**src/rtl/cmp_arbiter_pkg.sv**
```systemverilog
// Shared types and constants for the round-robin signed-compare arbiter.
package cmp_arbiter_pkg;

  typedef enum logic [1:0] {StIdle, StCalc, StResp} state_e;

  localparam int unsigned DefNreq = 4;
  localparam int unsigned DefW    = 32;

  // Widest supported operand; the result constant is sliced down to W.
  localparam int unsigned    MaxW    = 64;
  localparam logic [MaxW-1:0] AllOnes = '1;

endpackage

```
**src/rtl/slt_cmp.sv**
```systemverilog
// Combinational two's-complement signed less-than comparator.
module slt_cmp import cmp_arbiter_pkg::*; #(
  parameter int unsigned W = DefW
) (
  input  logic [W-1:0] a,
  input  logic [W-1:0] b,
  output logic         lt
);

  assign lt = $signed(a) < $signed(b);

endmodule

```
**src/rtl/cmp_arbiter.sv**
```systemverilog
// Round-robin arbiter sharing one signed comparator among NREQ requesters,
// one request in flight at a time (IDLE -> CALC -> RESP).
module cmp_arbiter import cmp_arbiter_pkg::*; #(
  parameter int unsigned NREQ = DefNreq,
  parameter int unsigned W    = DefW
) (
  input  logic                    clk,
  input  logic                    rst,
  input  logic [NREQ-1:0]         req_valid,
  output logic [NREQ-1:0]         req_ready,
  input  logic [NREQ*W-1:0]       req_a,
  input  logic [NREQ*W-1:0]       req_b,
  output logic                    rsp_valid,
  input  logic                    rsp_ready,
  output logic [$clog2(NREQ)-1:0] rsp_id,
  output logic [W-1:0]            rsp_data,
  output logic                    rsp_flag,
  output logic                    busy
);

  localparam int unsigned IdW = $clog2(NREQ);

  state_e         state_q, state_d;
  logic [IdW-1:0] rr_ptr_q, rr_ptr_d;
  logic [IdW-1:0] id_q, id_d;
  logic [W-1:0]   a_q, a_d, b_q, b_d;
  logic [W-1:0]   rsp_data_q, rsp_data_d;
  logic           rsp_flag_q, rsp_flag_d;
  logic [IdW-1:0] rsp_id_q, rsp_id_d;

  logic           grant_found, grant;
  logic [IdW-1:0] grant_idx, cand;
  logic [W-1:0]   a_sel, b_sel;
  logic           lt;

  // First valid requester at or after rr_ptr, modulo NREQ.
  always_comb begin
    grant_found = 1'b0;
    grant_idx   = '0;
    cand        = '0;
    for (int unsigned k = 0; k < NREQ; k++) begin
      cand = IdW'((32'(rr_ptr_q) + k) % NREQ);
      if (!grant_found && req_valid[cand]) begin
        grant_found = 1'b1;
        grant_idx   = cand;
      end
    end
  end

  always_comb begin
    a_sel = '0;
    b_sel = '0;
    for (int unsigned i = 0; i < NREQ; i++) begin
      if (grant_idx == IdW'(i)) begin
        a_sel = req_a[i*W +: W];
        b_sel = req_b[i*W +: W];
      end
    end
  end

  // Gated by rst so no grant is offered while reset is held.
  assign grant = grant_found && (state_q == StIdle) && !rst;

  always_comb begin
    req_ready = '0;
    if (grant) req_ready[grant_idx] = 1'b1;
  end

  slt_cmp #(
    .W (W)
  ) u_slt_cmp (
    .a  (a_q),
    .b  (b_q),
    .lt (lt)
  );

  always_comb begin
    state_d    = state_q;
    rr_ptr_d   = rr_ptr_q;
    id_d       = id_q;
    a_d        = a_q;
    b_d        = b_q;
    rsp_data_d = rsp_data_q;
    rsp_flag_d = rsp_flag_q;
    rsp_id_d   = rsp_id_q;
    unique case (state_q)
      StIdle: begin
        if (grant) begin
          state_d  = StCalc;
          a_d      = a_sel;
          b_d      = b_sel;
          id_d     = grant_idx;
          rr_ptr_d = (grant_idx == IdW'(NREQ - 1)) ? '0 : grant_idx + IdW'(1);
        end
      end
      StCalc: begin
        rsp_data_d = lt ? AllOnes[W-1:0] : '0;
        rsp_flag_d = ~lt;
        rsp_id_d   = id_q;
        state_d    = StResp;
      end
      StResp: begin
        if (rsp_ready) state_d = StIdle;
      end
      default: state_d = StIdle;
    endcase
  end

  always_ff @(posedge clk or posedge rst) begin
    if (rst) begin
      state_q    <= StIdle;
      rr_ptr_q   <= '0;
      id_q       <= '0;
      a_q        <= '0;
      b_q        <= '0;
      rsp_data_q <= '0;
      rsp_flag_q <= 1'b0;
      rsp_id_q   <= '0;
    end else begin
      state_q    <= state_d;
      rr_ptr_q   <= rr_ptr_d;
      id_q       <= id_d;
      a_q        <= a_d;
      b_q        <= b_d;
      rsp_data_q <= rsp_data_d;
      rsp_flag_q <= rsp_flag_d;
      rsp_id_q   <= rsp_id_d;
    end
  end

  assign rsp_valid = (state_q == StResp);
  assign busy      = (state_q != StIdle);
  assign rsp_data  = rsp_data_q;
  assign rsp_flag  = rsp_flag_q;
  assign rsp_id    = rsp_id_q;

endmodule

```
**config.mk**
```make
export PLATFORM = sky130hd
export DESIGN_NAME = cmp_arbiter
export DESIGN_NICKNAME = d
export VERILOG_FILES = /design/src/rtl/cmp_arbiter_pkg.sv /design/src/rtl/slt_cmp.sv /design/src/rtl/cmp_arbiter.sv
export SDC_FILE = /design/constraint.sdc
export NUM_CORES = 1
export LEC_CHECK = 0
export ABC_AREA = 0
export CAP_MARGIN = 15
export CORE_UTILIZATION = 36
export DETAILED_ROUTE_END_ITERATION = 10
export PLACE_DENSITY = 0.78
export RECOVER_POWER = 100
export SYNTH_ARGS = -nofsm -noshare
export SYNTH_HDL_FRONTEND = slang
export SYNTH_SLANG_ARGS = --single-unit
```
**constraint.sdc**
```tcl
create_clock -name clk -period 3.1 [get_ports clk]
set_input_delay 0.775 -clock clk [delete_from_list [all_inputs] [get_ports clk]]
set_output_delay 0.775 -clock clk [all_outputs]
set_load 0.05 [all_outputs]
```
# --- After elaboration in Yosys (flattened, before gate mapping) ---
# Index checks and enable logic that the tools add are counted.
# W data, S select, Z words.
op_classes:
  muxes: 32
  n_eq_ne: 7
  n_reduce_logical: 15
  order_cmp: 7
  n_addsub: 4
  bitwise: 1
op_table:
  columns: ["operator", "count"]
  rows:
  - ["$mux W32", 9]
  - ["$lt A32 B32 Y1", 1]
  - ["$lt A2 B3 Y1 const B", 5]
  - ["$mux W2", 7]
  - ["$mux W1", 9]
  - ["$bmux W1 S2", 4]
  - ["$eq A2 B2 Y1 const B", 3]
  - ["$logic_and A1 B1 Y1", 6]
  - ["$pmux W2 S3", 1]
  - ["$add A2 B1 Y2 const B", 2]
  - ["$add A2 B2 Y2 const B", 2]
  - ["$eq A2 B1 Y1 const B", 2]
  - ["$logic_not A1 Y1", 4]
  - ["$logic_not A2 Y1", 2]
  - ["$mux W4", 1]
  - ["$reduce_and A2 Y1", 2]
  - ["$demux W1 S2", 1]
  - ["$ge A2 B1 Y1 const B", 1]
  - ["$ne A2 B1 Y1 const B", 1]
  - ["$ne A2 B2 Y1 const B", 1]
  - ["$reduce_bool A2 Y1", 1]
  - ["$not A1 Y1", 1]
totals:
  regBits: 105
  word_cells: 74
  output_inout_bits: 41

# --- Depth between registers and ports, before layout ---
# Gate-level depths: netlist of the first run.
logic_depth:
  ltp_word: 17
  ltp_mapped: 14
  depth_no_buf: 13

# --- Cells and area by module ---
# Synthesis of the first run repeated with hierarchy kept, for this count alone.
hier_totals:
  hier_cells: 779
  hier_area_um2: 6158.4
by_module_without_submodules:
  columns: ["module", "instances", "area_per_inst_um2", "seq_area_each_um2", "cells_each"]
  rows:
  - ["cmp_arbiter", 1, 5368.9, 1851.8, 671]
  - ["slt_cmp", 1, 789.5, 0.0, 108]

# --- Worst setup path before layout of the first run ---
# No wires, ideal clock.
synth_timing:
  kind: "in2out"
  from: "input port req_valid[3]"
  to: "output port req_ready[3]"
  path_buffers: 2
  arrival_time_ps: 2782
  t_required_ps: 2325
  setup_slack_ps: -457
  path_stages: 9
  path_cell_list: "inv_1 -> a22oi_1 -> o22ai_1 -> a31oi_1 -> nor2b_1 -> ha_1 -> clkbuf_1 -> clkbuf_1 -> and2_1"
synth_between:
  elab_chain_len: 17
  word_cells_on_any_way: 30
  classes_between: "2 x order compare; 19 x mux; 9 x reduce/logical"
synth_lines:
  columns: ["item", "line_no", "rtl"]
  rows:
  - ["start: declaration", "cmp_arbiter.sv:9", "input logic [NREQ-1:0] req_valid,"]
  - ["$bmux W1 S2", "cmp_arbiter.sv:43", "if (!grant_found && req_valid[cand]) begin"]
  - ["$mux W1 (implied by the code)", "cmp_arbiter.sv:43", null]
  - ["$mux W1", "cmp_arbiter.sv:43", null]
  - ["$logic_not A1 Y1", "cmp_arbiter.sv:43", null]
  - ["$logic_and A1 B1 Y1", "cmp_arbiter.sv:43", null]
  - ["$mux W1", "cmp_arbiter.sv:43", null]
  - ["$logic_not A1 Y1", "cmp_arbiter.sv:43", null]
  - ["$logic_and A1 B1 Y1", "cmp_arbiter.sv:43", null]
  - ["[... 2 more ...]", null, null]
  - ["$logic_and A1 B1 Y1", "cmp_arbiter.sv:43", null]
  - ["$mux W2 *", "cmp_arbiter.sv:43", null]
  - ["named net grant_idx[0]", "cmp_arbiter.sv:32", "logic [IdW-1:0] grant_idx, cand;"]
  - ["$lt A2 B3 Y1 (implied by the code) or $ge A2 B1 Y1 (tied branches)", "cmp_arbiter.sv:66", "if (grant) req_ready[grant_idx] = 1'b1;"]
  - ["$logic_and A1 B1 Y1 (implied by the code)", "cmp_arbiter.sv:66", null]
  - ["$mux W1 (implied by the code)", "cmp_arbiter.sv:66", null]
  - ["$demux W1 S2 *", "cmp_arbiter.sv:66", null]
  - ["$mux W4 *", "cmp_arbiter.sv:66", null]
  - ["end: declaration", "cmp_arbiter.sv:10", "output logic [NREQ-1:0] req_ready,"]
# The timed path passes the listed nets; every way through them passes the cells marked *. The select of a mux whose other input is x is not followed.

# --- Worst setup path in the final report of the first run ---
layout_timing:
  from: "input port req_valid[1]"
  to: "output port req_ready[0]"
layout_between:
  elab_chain_len: 17
  word_cells_on_any_way: 30
  classes_between: "2 x order compare; 19 x mux; 9 x reduce/logical"
layout_lines:
  columns: ["item", "line_no"]
  rows:
  - ["$bmux W1 S2", "cmp_arbiter.sv:43"]
  - ["$mux W1 (implied by the code)", "cmp_arbiter.sv:43"]
  - ["$mux W1", "cmp_arbiter.sv:43"]
  - ["$logic_not A1 Y1", "cmp_arbiter.sv:43"]
  - ["$logic_and A1 B1 Y1", "cmp_arbiter.sv:43"]
  - ["$mux W1", "cmp_arbiter.sv:43"]
  - ["$logic_not A1 Y1", "cmp_arbiter.sv:43"]
  - ["$logic_and A1 B1 Y1", "cmp_arbiter.sv:43"]
  - ["$mux W1", "cmp_arbiter.sv:43"]
  - ["$logic_not A1 Y1", "cmp_arbiter.sv:43"]
  - ["$logic_and A1 B1 Y1", "cmp_arbiter.sv:43"]
  - ["$mux W2", "cmp_arbiter.sv:43"]
  - ["$lt A2 B3 Y1 (implied by the code) or $ge A2 B1 Y1 (tied branches)", "cmp_arbiter.sv:66"]
  - ["$logic_and A1 B1 Y1 (implied by the code)", "cmp_arbiter.sv:66"]
  - ["$mux W1 (implied by the code)", "cmp_arbiter.sv:66"]
  - ["$demux W1 S2", "cmp_arbiter.sv:66"]
  - ["$mux W4 *", "cmp_arbiter.sv:66"]
# Mark *: on every way between the ends. The rest lies on a longest branch, timed or not. The select of a mux whose other input is x is not followed.

==> reports/qor.yml, run 1 <==
logic_synthesis:
  ys_async_sr_fraction: 1.00
  synth-edff-count: 0
  ys.flop_type: "dfrtp_1"
  netlist_instances: 713
  ys_seq_elements: 74
  yosysTopAreaCell: "dfrtp_1"
  synth.distinct_cells: 41
  ys_top_cells_by_area: "dfrtp_1 (33%), a221oi_1 (9.8%), ha_1 (7.8%)"
  syn_area_mm2: 0.00564
  synth.avg_cell_area_um2: 7.91
  synthesis.nets: 1011
  synth_common_cells: "a21oi_1 (81), nand2_1 (80), dfrtp_1 (74)"
  netlist.area_leader.share: 0.328
  yosysMostFrequentCell: "a21oi_1"
  seq_area_frac_synth: 0.328
  yosysWarnings: 0
clocking:
  clockRootBuffer: "clkbuf_16"
  numCtsBuffers: 9
  cts_num_sinks: 74
  clkTransAtPathRegs_ps: 60
  insertion_delay_ps: 330
  clockBufferDepth: 2
  htreeDepth: 3
  cts_tree: "done"
  ctsHoldBuffers: 0
worst_hold_path:
  hp-start: "id_q[0]"
  hold_path_end: "id_q[0]"
  hold_path_class: "reg -> reg"
  whs_path_depth: 2
cells_and_area:
  final_nets: 1273
  areaGrowthSynthToFinish_pct: 63.0
  stdcell_count: 1191
  fin_area_mm2: 0.00920
  n_antenna_cell: 0
  drive_above_1_share: 0.0786
  fillers: 1382
global_route:
  gr-total-overflow: 0
  antenna_found_initial: 1
  grt_pass1_vias: 6010
  grt_pass1_wl_mm: 29.7
  grt_usage: 0.233
  grt_max_degree: 97
pwr:
  p_int_mw: 4.39
  irDropWorstVdd_mv: 0.415
  switchingPower_mw: 3.88
  pwr-share-seq: 0.199
  leakage_nw: 3.83
  p_sw_frac: 0.470
  p_comb_frac: 0.663
  p_per_area_mw_per_mm2: 899
  pwr-share-clk: 0.138
timing:
  setup_viol: 0
  max-slew-margin-rel: -0.251
  hold_slack_ps: 476
  finalCritPeriodShare: 0.973
  fmax_ghz: 0.332
  slew_violations: 76
  fin_crit_ps: 3020
  hold_violations: 0
  finClkSkew_ps: 12.8
  max_slew.worst_pin.slew_ps: 1880
  setup_slack_ps: 84.0
floorplanning:
  die_w_um: 127
  initial_core_util: 0.370
  fp.dieH_um: 127
  dieArea_mm2: 0.0162
  core_mm2: 0.0153
  io_pins: 304
  num_rows: 45
run:
  max_cap_viol_count: 2
setup_path:
  critPathArrivalTime_ps: 2240
  crit_path_max_incr_delay_ps: 390
  reg2reg_depth: 13
  required_ps: 2320
  crit_chain: "dlygate4sd2_1 > nor4_4 > clkbuf_4 > or3_1 > inv_1 > and2_1 > buf_6"
  worstPathMaxFanout: 5
  r2r_end: "b_q[2]"
  critPathKind: "in -> out"
  startpoint: "req_valid[1]"
  crit_path_end_kind: "output pin"
  r2r_slack_ps: 260
  reg2reg_from: "rr_ptr_q[1]"
  start_kind: "input port"
  slowest_stage: "nor4_4"
placement:
  hpwlAfterDp_mm: 14.5
  dpl_worst_slack_ps: -408
  postPlaceCellArea_mm2: 0.00884
  numPortBuffers: 303
  place_congestion: 0.847
  dp.cells: 1170
drt:
  drc: 0
  via_per_inst: 5.09
  initialDrtViolationCount: 194
  vias: 6057
  wl_mm: 18.7
  wire_per_inst_um: 15.7
  first_pass_iters: 4
  ant_nets: 0
outcome:
  violations: "capacitance limit, slew limit"
  status: "complete, but fails checks"
-- cells by family after synthesis --
family                     Yosys count  share of synthesized area
AOI/OAI and AO/OA                  232                      0.257
muxes                                3                    0.00577
adders and majority gates           35                     0.0776
DFF                                 74                      0.328
buffers and inverters              129                      0.118
and+or+nand+nor                    240                      0.213
-- placed cells by master (no fill, tap or decap), types with 26 or more instances in the layout --
cell	count
ha_1	31
nor3_1	63
inv_1	38
a221oi_1	63
nand2_1	80
buf_4	26
dlygate4sd3_1	38
dfrtp_1	74
a21oi_1	81
nor2b_1	63
o21ai_0	62
clkdlybuf4s50_1	257
-- state kept, by name, summed over array words and instances, names as in the netlist --
register / cells
a_q: 32
rsp_flag: 1
rsp_id: 2
rsp_data: 1
state_q: 2
rr_ptr_q: 2
id_q: 2
b_q: 32
-- how the worst max path moves through the flow --
stage	cells after the start	end	slack, ps
6_report	7	req_ready[0]	80
5_1_grt	14	b_q[2]	-40
4_1_cts	10	req_ready[0]	60
3_5_place_dp	14	a_q[20]	-410
3_3_place_gp	14	a_q[20]	-370
2_1_floorplan	9	req_ready[3]	10
-- per-stage QoR --
stage                     utilization  power (mW)  TNS [ps]
after floorplan                     -        5.65         0
after global placement          0.579        7.14    -14970
after detailed placement        0.579        7.26    -17270
after CTS                       0.605        8.51         0
after global routing            0.603        9.02      -138
final                           0.603        8.27         0
-- repair_timing --
| item | in CTS | in global routing |
|---|---|---|
| buffers inserted | 5 | 0 |
| pin swaps | 1 | 2 |
| resized for setup | 11 | 11 |
| setup endpoints to repair | 7 | 10 |
-- area by class of cell --
class	count	area, µm²	share of cell area
Timing Repair Buffer	340	3380	0.368
Multi-Input combinational cell	510	3220	0.350
Sequential cell	74	1850	0.201
Tap cell	211	264	0.0287
Clock buffer	11	243	0.0264
Inverter	40	151	0.0165
Clock inverter	5	86.3	0.00939
-- power by group through the flow --
stage | logic [mW] | registers, mW | clock network (mW)
after global placement | 5.49 | 1.64 | 0
after detailed placement | 5.60 | 1.66 | 0
after floorplan | 3.95 | 1.70 | 0
final | 5.48 | 1.64 | 1.14
after CTS | 5.70 | 1.64 | 1.17
after global routing | 6.12 | 1.70 | 1.21
-- critical path: cells and delay by family --
family | cells | cell delay [ps]
buf+inv | 4 | 780
simple gates | 3 | 690
-- layer usage --
layer | vias to the layer above | part of all wire | wire (µm) | GRT usage
li1 | 3055 | - | - | -
met1 | 2742 | 0.42 | 7910 | 0.283
met2 | 233 | 0.49 | 9230 | 0.419
met3 | 25 | 0.064 | 1200 | 0.0440
met4 | 2 | 0.016 | 297 | 0.0637
met5 | - | 0.00064 | 12 | 0
Power figures use the tool's default switching activity.
==> run 2: changes to the inputs <==
CELL_PAD_IN_SITES_DETAIL_PLACEMENT = 0   (was unset)
CELL_PAD_IN_SITES_GLOBAL_PLACEMENT = 1   (was unset)
CORE_UTILIZATION = 25   (was 36)
PLACE_DENSITY = unset   (was 0.78)
PLACE_DENSITY_LB_ADDON = 0.1   (was unset)
==> run 2 against run 1 <==
Effect of this change:
- the run ends with DRC left
- global-route usage fell by 5.5 points
- highest routed layer is now met4
- design area grew 0.39%
- power fell by 1.3%
- clock-buffer cell count grew 3
- worst hold slack is essentially flat
- largest power group unchanged
- register-to-register slack gained 40 ps
- die area rose by 43%
- critical path depth grew 4
==> reports/qor.yml, run 2 (synthesis gave the netlist of run 1 again) <==
setup_path:
  r2r_slack_ps: 300  # +40 ps
  reg2reg_from: "rr_ptr_q[1]"
  required_ps: 2320  # about the same
  critPathArrivalTime_ps: 2240  # about the same
  start_kind: "input port"
  r2r_end: "a_q[14]"
  reg2reg_depth: 14  # +1
  critPathKind: "in -> out"
  worstPathMaxFanout: 3  # -2
  crit_path_end_kind: "output pin"
drt:
  wire_per_inst_um: 16.0  # +2.5%
  initialDrtViolationCount: 235  # +21%
  ant_nets: 0  # unchanged
  via_per_inst: 4.71  # -7.4%
  drc: 21  # +21
  first_pass_iters: 8  # +4
  vias: 5938  # -2.0%
  wl_mm: 20.2  # +8.5%
outcome:
  status: "complete, but fails checks"
  violations: "DRC"
placement:
  place_congestion: 0.749  # -12%
  hpwlAfterDp_mm: 15.8  # +8.6%
  numPortBuffers: 303  # unchanged
floorplanning:
  initial_core_util: 0.257  # -0.113
  core_mm2: 0.0220  # +44%
  io_pins: 304  # unchanged
  die_w_um: 152  # +20%
  dieArea_mm2: 0.0232  # +43%
  num_rows: 54  # +20%
  fp.dieH_um: 152  # +20%
cells_and_area:
  final_nets: 1274  # +0.079%
  layout_common_cells: "clkdlybuf4s50_1 (256), a21oi_1 (81), nand2_1 (80)"
  drive_above_1_share: 0.0775  # -0.00110
  n_antenna_cell: 0  # unchanged
  utilization: 0.420  # -0.182
  top_regs: "a_q x32, b_q x32"
  final_common_cell: "clkdlybuf4s50_1"
  areaGrowthSynthToFinish_pct: 63.7
pwr:
  p_int_mw: 4.30  # -2.1%
  pwr-share-seq: 0.202  # +0.003
  pwr-share-clk: 0.130  # -0.008
  switchingPower_mw: 3.87  # -0.48%
  p_sw_frac: 0.474  # +0.00405
  power_mw: 8.16  # -1.3%
  p_per_area_mw_per_mm2: 884  # -1.7%
  p_comb_frac: 0.668  # +0.005
  irDropWorstVdd_mv: 0.353  # -15%
  leakage_nw: 3.80  # -0.64%
timing:
  rsz0062_at_grt: "no"
  setup_viol: 0  # unchanged
  hold_violations: 0  # unchanged
  max-slew-margin-rel: 0.240  # +0.491
  max_slew.worst_pin.slew_ps: 1140  # -737 ps
  slew_violations: 0  # -100%
  fin_crit_ps: 3010  # -5.06 ps
  finClkSkew_ps: 6.06  # -6.70 ps
  finalCritPeriodShare: 0.971  # -0.00163
  fmax_ghz: 0.332  # +0.17%
  hold_slack_ps: 476  # -0.0790 ps
global_route:
  grt_pass1_vias: 6026  # +0.27%
  grt_usage: 0.177  # -0.0552
  grt_max_degree: 98  # +1.0%
  antenna_found_initial: 0  # -1
  grt_pass1_wl_mm: 32.4  # +9.1%
  gr-total-overflow: 0  # unchanged
clocking:
  clockRootBuffer: "clkbuf_16"
  clockBufferDepth: 2  # unchanged
  htreeDepth: 3  # unchanged
  ctsHoldBuffers: 0  # unchanged
  insertion_delay_ps: 340  # about the same
  numCtsBuffers: 9  # unchanged
  cts_tree: "done"
  clkTransAtPathRegs_ps: 50  # about the same
  cts_num_sinks: 74  # unchanged
worst_hold_path:
  hold_path_class: "reg -> reg"
  hp-start: "b_q[28]"
  whs_path_depth: 2  # unchanged
  hold_path_end: "b_q[28]"
run:
  max_cap_viol_count: 0  # -2
[run 2: how the worst max path moves through the flow]
stage                      start           end  slack (ps)
floorplan           req_valid[3]  req_ready[3]          10
finish              req_valid[3]  req_ready[3]          90
detailed placement  req_valid[3]       a_q[10]        -400
global placement    req_valid[3]       a_q[10]        -370
CTS                 req_valid[3]  req_ready[3]          30
global route        req_valid[1]  req_ready[1]          10
[run 2: worst max-delay path: stages]
cell and delay [ps]:
clkbuf_2 110, inv_2 40, a22oi_2 160, o22ai_1 90
a31oi_1 190, nor2b_1 230, buf_6 140, buf_4 100
ha_4 120, and2_4 140, buf_8 140
[run 2: cell type report]
type | count | area [µm²]
clock buffers | 14 | 264
clock inverters | 2 | 35.0
fillers | 2262 | 12700
inverters | 40 | 151
multi-input cells | 510 | 3180
flip-flops and latches | 74 | 1850
well taps | 280 | 350
repair buffers | 341 | 3400
[run 2: layer usage]
layer | share of wire | track usage | routed length (µm)
met1 | 0.43 | 0.223 | 8790
met2 | 0.48 | 0.301 | 9800
met3 | 0.063 | 0.0364 | 1270
met4 | 0.019 | 0.0617 | 382
met5 | 0 | 0 | 0
[run 2: power by group through the flow]
stage | logic (mW) | registers [mW] | clock network [mW]
finish | 5.45 | 1.65 | 1.06
global route | 6.08 | 1.71 | 1.14
CTS | 5.78 | 1.66 | 1.10
detailed placement | 5.73 | 1.67 | 0
global placement | 5.73 | 1.66 | 0
floorplan | 3.95 | 1.70 | 0
[run 2: per-stage QoR]
stage                     instance area, µm²  cells  setup WS, ps  setup TNS [ps]
after floorplan                         5650    713          10.2               0
after global placement                  8970   1245          -369          -12830
after detailed placement                8970   1245          -401          -14920
after CTS                               9290   1261          31.0               0
after global routing                    9230   1261          11.0               0
final                                   9230   1261          89.1               0
[run 2: repair_timing]
| item | in CTS | in global routing |
|---|---|---|
| setup buffers | 0 | 0 |
| setup endpoints to repair | 5 | 4 |
| gates resized for setup | 10 | 10 |
| pin swaps | 2 | 2 |
==> variant, RTL diff (config.mk and constraints of run 1) <==
`DefW`: 32 -> 16.
--- a/src/rtl/cmp_arbiter_pkg.sv
+++ b/src/rtl/cmp_arbiter_pkg.sv
@@ -6,3 +6,3 @@
   localparam int unsigned DefNreq = 4;
-  localparam int unsigned DefW    = 32;
+  localparam int unsigned DefW    = 16;
 
Ports: changed (resized req_a, req_b and rsp_data); port bits go from 304 to 160. The function was not compared with the original's and may differ.
==> variant against run 1 <==
  * Die area decreased by 45%
  * Clock skew is 2.9 ps lower
  * Synthesized area shrank 45%
  * Setup slack improved by 4.8 ps
  * Sequential cell count fell by 32
  * Cell area shrank 47%
  * Total power down 46%
  * Routed wire length fell by 48%
  * Count of clock-buffer cells in the layout is 6 lower
  * Hold slack gained 36 ps
  * Sequential power fell by 37%
  * Final cell count is 48% lower
  * Critical endpoint unchanged
==> variant: results (changes against run 1) <==
Clocking
  • Root buffer cell: clkbuf_8
  • Cts bufs inserted: 5 (-4)
  • Clock latency on the worst-skew pair: 300 ps (-30 ps)

Placement
  • Post-placement cell area: 0.00479 sq mm (-46%)
  • Worst slack at placement: -320 ps (+87.9 ps)
  • DP Wirelength: 7730 um (-47%)
  • Gp weighted congestion: 0.883 (+4.2%)
  • Placed Cells: 610 (-48%)

Power and ir drop
  • Power Combinational: 0.00299 W (-45%)
  • VDD IR-drop max: 0.358 mV (-14%)
  • Leak: 2.04 nW (-47%)

Finish
  • Design area: 0.00491 sq mm (-47%)
  • Fillcell total: 728 (-47%)
  • Biggest registers after layout: a_q: 16 flops, b_q: 16 flops

Setup path
  • R2r setup slk: 560 ps (+300 ps)
  • Reg-to-reg endpoint: b_q[13]$_DFFE_PP0P_
  • Reg2reg path depth: 11 (-2)
  • Crit-path max FO: 4 (-1)

Global routing
  • Tot GR Track Use: 0.222 (-0.0101)
  • Largest net degree at the start of global routing: 65 (-33%)
  • Initial antenna violation count: 0 (-1)
  • First-pass GRT wire length: 15400 um (-48%)

STA
  • Period utilization: 0.971 (-0.00155)
  • Skew final: 9.83 ps (-2.93 ps)

Logic synthesis
  • Synth Area in Compound Gates: 0.249 (-0.00771)
  • Avg Cell Area, Syn: 8.24 sq um (+4.1%)
  • Largest cells by area after synthesis: dfrtp_1, a21oi_1, a221oi_1
  • Mapped cell area: 0.00308 sq mm (-45%)
  • Yosys cell types: 37 (-9.8%)
  • Post-Syn Nets: 528 (-48%)

Status
  • Status: complete, no violations

Detailed routing
  • 1st-iter DRT viols: 189 (-2.6%)
  • Vias per std cell: 5.28 (+3.8%)
  • Drt wl/cell: 15.5 um (-0.86%)

Min path
  • Hold endpoint: id_q[1]$_DFFE_PP0P_
  • Hold_sp: id_q[1]$_DFFE_PP0P_
  • Worst Hold Depth: 1 (-1)
[variant: area by class of cell]
cell class              instances  share of cell area
clock buffers                   5              0.0140
clock inverters                 3             0.00816
inverters                      24              0.0184
multi-input cells             264               0.359
flip-flops and latches         42               0.214
well taps                     105              0.0268
repair buffers                176               0.360
[variant: cells by family after synthesis]
family | after synthesis
compound gates | 117
fa+ha+maj | 19
buf+inv | 68
flops | 42
mux | 5
simple gates | 123
[variant: routing by layer]
layer	up-vias	share of wire	global-route usage
li1	1606	-	-
met1	1516	0.41	0.290
met2	129	0.50	0.367
met3	18	0.065	0.0515
met4	0	0.022	0.0657
met5	-	0	0
[variant: what timing repair did]
action / CTS / global route
setup buffers: 1 / 0
pin swaps: 2 / 2
endpoints found under the setup margin: 4 / 4
resized for setup: 12 / 4
[variant: worst max-delay path: stages]
cell           delay, ps
dlygate4sd2_1        270
nor2b_1              150
a21oi_1              110
o22ai_1              130
a21oi_4              190
inv_2                 90
ha_2                 200
and2_4               140
buf_4                190
